[config.mk]
export PLATFORM = sky130hd
export DESIGN_NAME = ahblite_decoder_mux
export DESIGN_NICKNAME = d
export VERILOG_FILES = /design/src/rtl/ahblite_decoder_mux.sv
export SDC_FILE = /design/constraint.sdc
export NUM_CORES = 1
export LEC_CHECK = 0
export CAP_MARGIN = 20
export CORE_AREA = 3 3 124 126
export DETAILED_ROUTE_END_ITERATION = 10
export DIE_AREA = 0 0 127 129
export DONT_BUFFER_PORTS = 1
export GPL_TIMING_DRIVEN = 0
export PLACE_DENSITY = 0.47
export SYNTH_ARGS = -nofsm -noshare
export SYNTH_HDL_FRONTEND = slang
export SYNTH_SLANG_ARGS = --single-unit
[constraint.sdc]
create_clock -name HCLK -period 3 [get_ports HCLK]
set_input_delay 0.6 -clock HCLK [delete_from_list [all_inputs] [get_ports HCLK]]
set_output_delay 0.6 -clock HCLK [all_outputs]
set_load 0.02 [all_outputs]
[src/rtl/ahblite_decoder_mux.sv]
// AHB-Lite address decoder, registered data-phase response mux and built-in default slave.
// Unmapped NONSEQ/SEQ accesses get a two-cycle ERROR; the last fault address and a saturating count are logged.
module ahblite_decoder_mux #(
  parameter int                      NUM_PORTS  = 6,
  parameter logic [32*NUM_PORTS-1:0] BASE_ADDRS = {32'h4001_0000, 32'h4000_0000, 32'h4000_0010,
                                                   32'h4005_0000, 32'h2000_0000, 32'h0000_0000},
  parameter logic [32*NUM_PORTS-1:0] ADDR_MASKS = {32'hFFFF_0000, 32'hFFFF_FFF0, 32'hFFFF_FFF0,
                                                   32'hFFFF_0000, 32'hFFFF_0000, 32'hFFFF_0000},
  parameter logic [NUM_PORTS-1:0]    PORT_EN    = 6'b111111
) (
  input  logic                      HCLK,
  input  logic                      HRESET,
  input  logic [31:0]               HADDR,
  input  logic [1:0]                HTRANS,
  output logic [NUM_PORTS-1:0]      HSEL,
  input  logic [NUM_PORTS-1:0]      HREADYOUT_S,
  input  logic [NUM_PORTS-1:0]      HRESP_S,
  input  logic [32*NUM_PORTS-1:0]   HRDATA_S,
  output logic                      HREADY,
  output logic                      HRESP,
  output logic [31:0]               HRDATA,
  input  logic                      ERR_CLR,
  output logic [31:0]               FAULT_ADDR,
  output logic [7:0]                ERR_CNT
);

  typedef enum logic [1:0] {IDLE, ERR1, ERR2} state_e;

  state_e               state_q, state_d;
  logic [NUM_PORTS:0]   sel_dp_q, sel_dp_d;
  logic [31:0]          fault_addr_q, fault_addr_d;
  logic [7:0]           err_cnt_q, err_cnt_d;
  logic                 found;
  logic                 default_sel;
  logic                 err_start;
  logic                 err_entry;
  logic                 def_ready;
  logic                 def_resp;
  logic                 unused_htrans0;

  assign unused_htrans0 = HTRANS[0];

  // Lowest-index match wins; the found flag blocks later ports.
  always_comb begin
    HSEL  = '0;
    found = 1'b0;
    for (int i = 0; i < NUM_PORTS; i++) begin
      if (!found && PORT_EN[i] &&
          ((HADDR & ADDR_MASKS[32*i +: 32]) == (BASE_ADDRS[32*i +: 32] & ADDR_MASKS[32*i +: 32]))) begin
        HSEL[i] = 1'b1;
        found   = 1'b1;
      end
    end
    default_sel = ~found;
  end

  assign sel_dp_d = HREADY ? {default_sel, HSEL} : sel_dp_q;

  // Moore outputs kept apart from next-state logic so HREADY never loops through the FSM.
  assign def_ready = (state_q != ERR1);
  assign def_resp  = (state_q != IDLE);

  always_comb begin
    HREADY = 1'b1;
    HRESP  = 1'b0;
    HRDATA = '0;
    if (sel_dp_q[NUM_PORTS]) begin
      HREADY = def_ready;
      HRESP  = def_resp;
    end
    for (int i = 0; i < NUM_PORTS; i++) begin
      if (sel_dp_q[i]) begin
        HREADY = HREADYOUT_S[i];
        HRESP  = HRESP_S[i];
        HRDATA = HRDATA_S[32*i +: 32];
      end
    end
  end

  assign err_start = HREADY & default_sel & HTRANS[1];

  always_comb begin
    state_d = state_q;
    case (state_q)
      IDLE:    if (err_start) state_d = ERR1;
      ERR1:    state_d = ERR2;
      ERR2:    state_d = err_start ? ERR1 : IDLE;
      default: state_d = IDLE;
    endcase
  end

  assign err_entry = (state_d == ERR1);

  always_comb begin
    fault_addr_d = fault_addr_q;
    err_cnt_d    = err_cnt_q;
    if (err_entry) begin
      fault_addr_d = HADDR;
      if (ERR_CLR)                 err_cnt_d = 8'd1;
      else if (err_cnt_q != 8'hFF) err_cnt_d = err_cnt_q + 8'd1;
    end else if (ERR_CLR) begin
      err_cnt_d = '0;
    end
  end

  always_ff @(posedge HCLK) begin
    if (HRESET) begin
      state_q      <= IDLE;
      sel_dp_q     <= '0;
      fault_addr_q <= '0;
      err_cnt_q    <= '0;
    end else begin
      state_q      <= state_d;
      sel_dp_q     <= sel_dp_d;
      fault_addr_q <= fault_addr_d;
      err_cnt_q    <= err_cnt_d;
    end
  end

  assign FAULT_ADDR = fault_addr_q;
  assign ERR_CNT    = err_cnt_q;

endmodule

Word-level counts from Yosys, hierarchy flattened --
Cells that the tools add are included.
Cells by class: $add $sub $neg 1, eq/ne operators 10, multiplexer cells 38, bitwise logic cells 3, reductions and logical operators 16
Operators with widths (number):
- $mux W32 | 6
- $eq A28 B27 Y1 const B | 2
- $eq A16 B15 Y1 const B | 2
- $logic_not A32 Y1 | 1
- $mux W8 | 4
- $mux W1 | 26
- $eq A16 B14 Y1 const B | 1
- $add A8 B1 Y8 const B | 1
- $ne A8 B8 Y1 const B | 1
- $pmux W2 S3 | 1
- $reduce_bool A2 Y1 | 3
- $logic_and A1 B1 Y1 | 5
- $logic_not A1 Y1 | 5
- $eq A2 B1 Y1 const B | 2
- $and A1 B1 Y1 | 2
- $eq A2 B2 Y1 const B | 1
- $logic_not A2 Y1 | 1
- $mux W2 | 1
- $ne A2 B1 Y1 const B | 1
- $reduce_and A2 Y1 | 1
- $not A1 Y1 | 1
Storage, ports and cells: register bits 49, input port bits 241, output and inout port bits 80, word-level logic and storage cells 72

Depth between registers and ports, before layout --
depth in word-level cells 25, gate-level depth with buffers 9, gate-level depth less buffers 7

Least setup slack after synthesis --
No wires, ideal clock.
kind input port to output port, from in HADDR[18], to out HSEL[1], arrival time 1.950 ns, data required time 2.400 ns, setup slack 0.450 ns, cell stages on the path 2, path buffers 0, cell sequence or4_4 nor4b_1
On the way: cells in the longest elaborated chain, start to end 5, elaborated cells between the ends (all ways) 6, those cells by class 1 x eq/ne; 2 x mux; 3 x reduce/logical
Ends and longest elaborated chain:
- start, declared | line 13 | input logic [31:0] HADDR,
- $logic_not A32 Y1 | line 49 | ((HADDR & ADDR_MASKS[32*i +: 32]) == (BASE_ADDRS[32*i +: 32] & ADDR_MASKS[32*i +: 32]))) begin
- $mux W1 | line 48 | if (!found && PORT_EN[i] &&
- $logic_not A1 Y1 | line 48
- $logic_and A1 B1 Y1 * | line 48
- $mux W1 * | line 48
- end, declared | line 15 | output logic [NUM_PORTS-1:0] HSEL,
Every way passes the cells marked *; elsewhere a longest branch is shown, timed or not.

Final worst setup path --
from reg sel_dp_q[4], to out HRDATA[23]
On the way: cells in the longest elaborated chain, start to end 2
Ends and longest elaborated chain:
- start, declared | line 30 | logic [NUM_PORTS:0] sel_dp_q, sel_dp_d;
- start signal, assigned | line 114 | sel_dp_q <= sel_dp_d;
- $mux W32 (2 in a row) | line 72 | if (sel_dp_q[i]) begin
- end, declared | line 21 | output logic [31:0] HRDATA,
No other way between the ends.

==> results.md <==
- Area leader, netlist: dfxtp_1
- Crit share post-route: between 90% and 100%
- Synth Cell Area: 3850 um^2
- Post-CTS setup buffer count: 0
- Pins Over Slew Limit: 0
- Worst-skew pair later-pin latency: roughly 0.29 ns
- Final Hold Viols: 0
- Placed Cells incl. Taps: 701
- Outcome: finished, final reports clean
- Fin util: 31.2%
- Worst IR Drop VDD: a little under 0.5 mV
- Hold buffer count at CTS: 0
- Root buffer selected by CTS: clkbuf_16
- Number of instances in the synthesized netlist: around 520
- Wire length per cell: about 24 um
- Hold WS: approximately 0.46 ns
- R2r setup slk: ~0.56 ns
- Synthesized area per cell: 7.49 um^2
- Core area: around 14000 um^2
- Critical-path maximum fanout: 10
- Yosys warns: 0
- HPWL after DPL: around 14000 um
- Placer Congestion: slightly above 0.9
- Worst setup margin: around 0.14 ns
- H-tree levels: 2
- Post-synthesis sequential area ratio: roughly 25%
- Share of the synthesized area in the top cell type: between 20% and 30%
- CTS tree: done
- Lkg Pwr: 1.68 nW
- Clock Sinks: 49
- Filler Cell Count: 1567
- DP Area: 4090 um^2
- F_max: 0.349 GHz
- Synth cell types: 42
- I/O Pins: 321
- Reg2reg path depth: 9
- Post-Route WL: around 17000 um
- Clk buf depth: 2
- CP endpoint: HRDATA[23]
- Critical Path AT: roughly 2.3 ns
- Worst setup SP type: flop
- Initial core utilization: between 20% and 30%
- Post-Syn Nets: ~760
- Final Non-Filler Cells: a little over 700
- R2r endpoint: ERR_CNT[7]
- Worst Setup Path Type: flop to primary output
- Num CTS Buffers: 5
- Max-cap violations: 0
- Overall global routing resource usage: 19.1%
- Final nets: 768
- First-pass GRT wire length: between 20000 and 25000 um
- Area grow syn2layout: 16.7%
- Critical Path RT: 2.40 ns
- PD cells: about 360 nW/um^2
- Largest net degree at the start of global routing: 17
- Routed Antenna Nets: 0
- Drt first pass iters: 5
- Number of enable flip-flop cells after synthesis: 0
- Final min period: 2.86 ns
- #FFs+latches synth: slightly below 50
- Slew HR: between 30% and 40%
- Residual DRC count: 0
- Vias per cell: about 5.7
- Main synth FF type: dfxtp_1
- Hold crit path type: input pin to flop
- Initial detailed-routing violation count: roughly 130
- Clock Skews: 0.00576 ns
- DR vias: ~4100
- RSZ-0062 raised after global routing: false
- Die ar.: roughly 16000 um^2
- Vias in the first global route: roughly 4300
- PnR Total Power: between 1.5 and 2 mW
- Synth top area cells: dfxtp_1 (25%), nor2b_1 (12%), mux2i_1 (9.6%), a221oi_1 (7.5%), o31ai_1 (6.4%)
- Share of layout cells above drive strength 1: between 10% and 20%
- Async S/R FF share, synth: 0%
- Congestion Overflow GR: 0
- Final TNS setup: 0 ns
- Final setup violation count: 0
- Height of the die: ~130 um
- Pre-CTS setup slack: -0.185 ns
- Core Rows: 44
- Antenna violations before repair: 1
- Critical Path Source: sel_dp_q[4]
- Cell area after layout: roughly 4500 um^2
- CTS clk-pin slew, worst paths: approximately 0.070 ns
- Worst-Margin Slew: 0.950 ns
- RR Startpoint: sel_dp_q[1]
- Port bufs: 0
- Crit end category: primary output
- Die extent in x: 127 um
cells in the mapped netlist (2+ instances only):
master,n
nor2b_1,71
nand2_1,54
dfxtp_1,49
nor2_1,46
clkbuf_1,42
nor3_1,42
mux2i_1,37
a221oi_1,33
o31ai_1,33
a211oi_1,32
a21oi_1,13
nand3_1,6
o21ai_0,6
inv_1,5
nor4_1,5
or3_1,5
buf_6,4
a31oi_1,2
and4_1,2
nand2b_1,2
nand4_1,2
nor3b_1,2
or2_2,2
or4_4,2
worst max-delay path, stage by stage (launching register included):
cell      delay (ns)
dfxtp_1         0.30
clkbuf_1        0.35
clkbuf_2        0.36
clkbuf_2        0.37
a211oi_1        0.13
o31ai_2         0.46
power breakdown:
part	switching (mW)	internal, mW	total, mW	leakage [nW]
Sequential	0.0608	0.683	0.744	0.402
Combinational	0.0688	0.0585	0.127	1.18
Clock	0.247	0.480	0.727	0.0944
flip-flops by register name, indices dropped and copies added (netlist names):
name        flops
FAULT_ADDR     32
ERR_CNT         8
state_q         2
sel_dp_q        7
worst min path at each step:
| stage | from | endpoint | slack, ns | cells past startpoint |
|---|---|---|---|---|
| global placement | state_q[0] | state_q[1] | 0.48 | 2 |
| CTS | HADDR[0] | FAULT_ADDR[0] | 0.45 | 2 |
| floorplan | state_q[0] | state_q[1] | 0.46 | 2 |
| finish | HADDR[30] | FAULT_ADDR[30] | 0.46 | 2 |
| detailed placement | state_q[0] | state_q[1] | 0.49 | 2 |
| global route | HADDR[30] | FAULT_ADDR[30] | 0.46 | 2 |
layout make-up:
type	count	area, um^2	area share, %
antenna	1	2.50	0.0556
buffer	48	236	5.26
clock buffer	5	125	2.78
clock inverter	3	68.8	1.53
inverter	5	18.8	0.417
multi-input combinational	413	2820	62.6
sequential	49	982	21.8
tap	184	230	5.12
timing repair buffer	4	17.5	0.389
cell usage in the layout (no fill, tap or decap), types with 13 or more instances in the layout:
| cell type | n |
|---|---|
| o31ai_2 | 31 |
| a211oi_1 | 31 |
| nor2b_1 | 71 |
| clkbuf_2 | 13 |
| nand2_1 | 54 |
| mux2i_1 | 37 |
| clkbuf_1 | 28 |
| nor3_1 | 42 |
| a21oi_1 | 13 |
| dfxtp_1 | 48 |
| a221oi_1 | 33 |
| nor2_1 | 46 |
cells by family (layout without fill, tap and decap cells):
kind of cell | after synthesis | after routing | share of synthesized area (%)
AND/OR/NAND/NOR | 250 | 250 | 34.3
AO/OA/AOI/OAI | 125 | 125 | 24.4
other | 0 | 1 | 0
multiplexers | 37 | 37 | 9.61
buffers and inverters | 53 | 65 | 5.97
flip-flops | 49 | 49 | 25.4
adder cells (fa/ha/maj) | 1 | 1 | 0.325
per-layer routing:
layer | GRT usage, % | routed length [um] | up-vias
met4 | 5.17 | 220 | 0
met2 | 35.8 | 8990 | 222
met1 | 20.5 | 6180 | 1929
met3 | 6.56 | 1750 | 13
met5 | 0 | 0 | -
li1 | - | - | 1928
what timing repair did:
item | in CTS | in global routing
setup endpoints to repair | 33 | 33
resized for setup | 45 | 14
pin swaps | 1 | 12
Note: power is estimated with default switching activity, not from simulation.
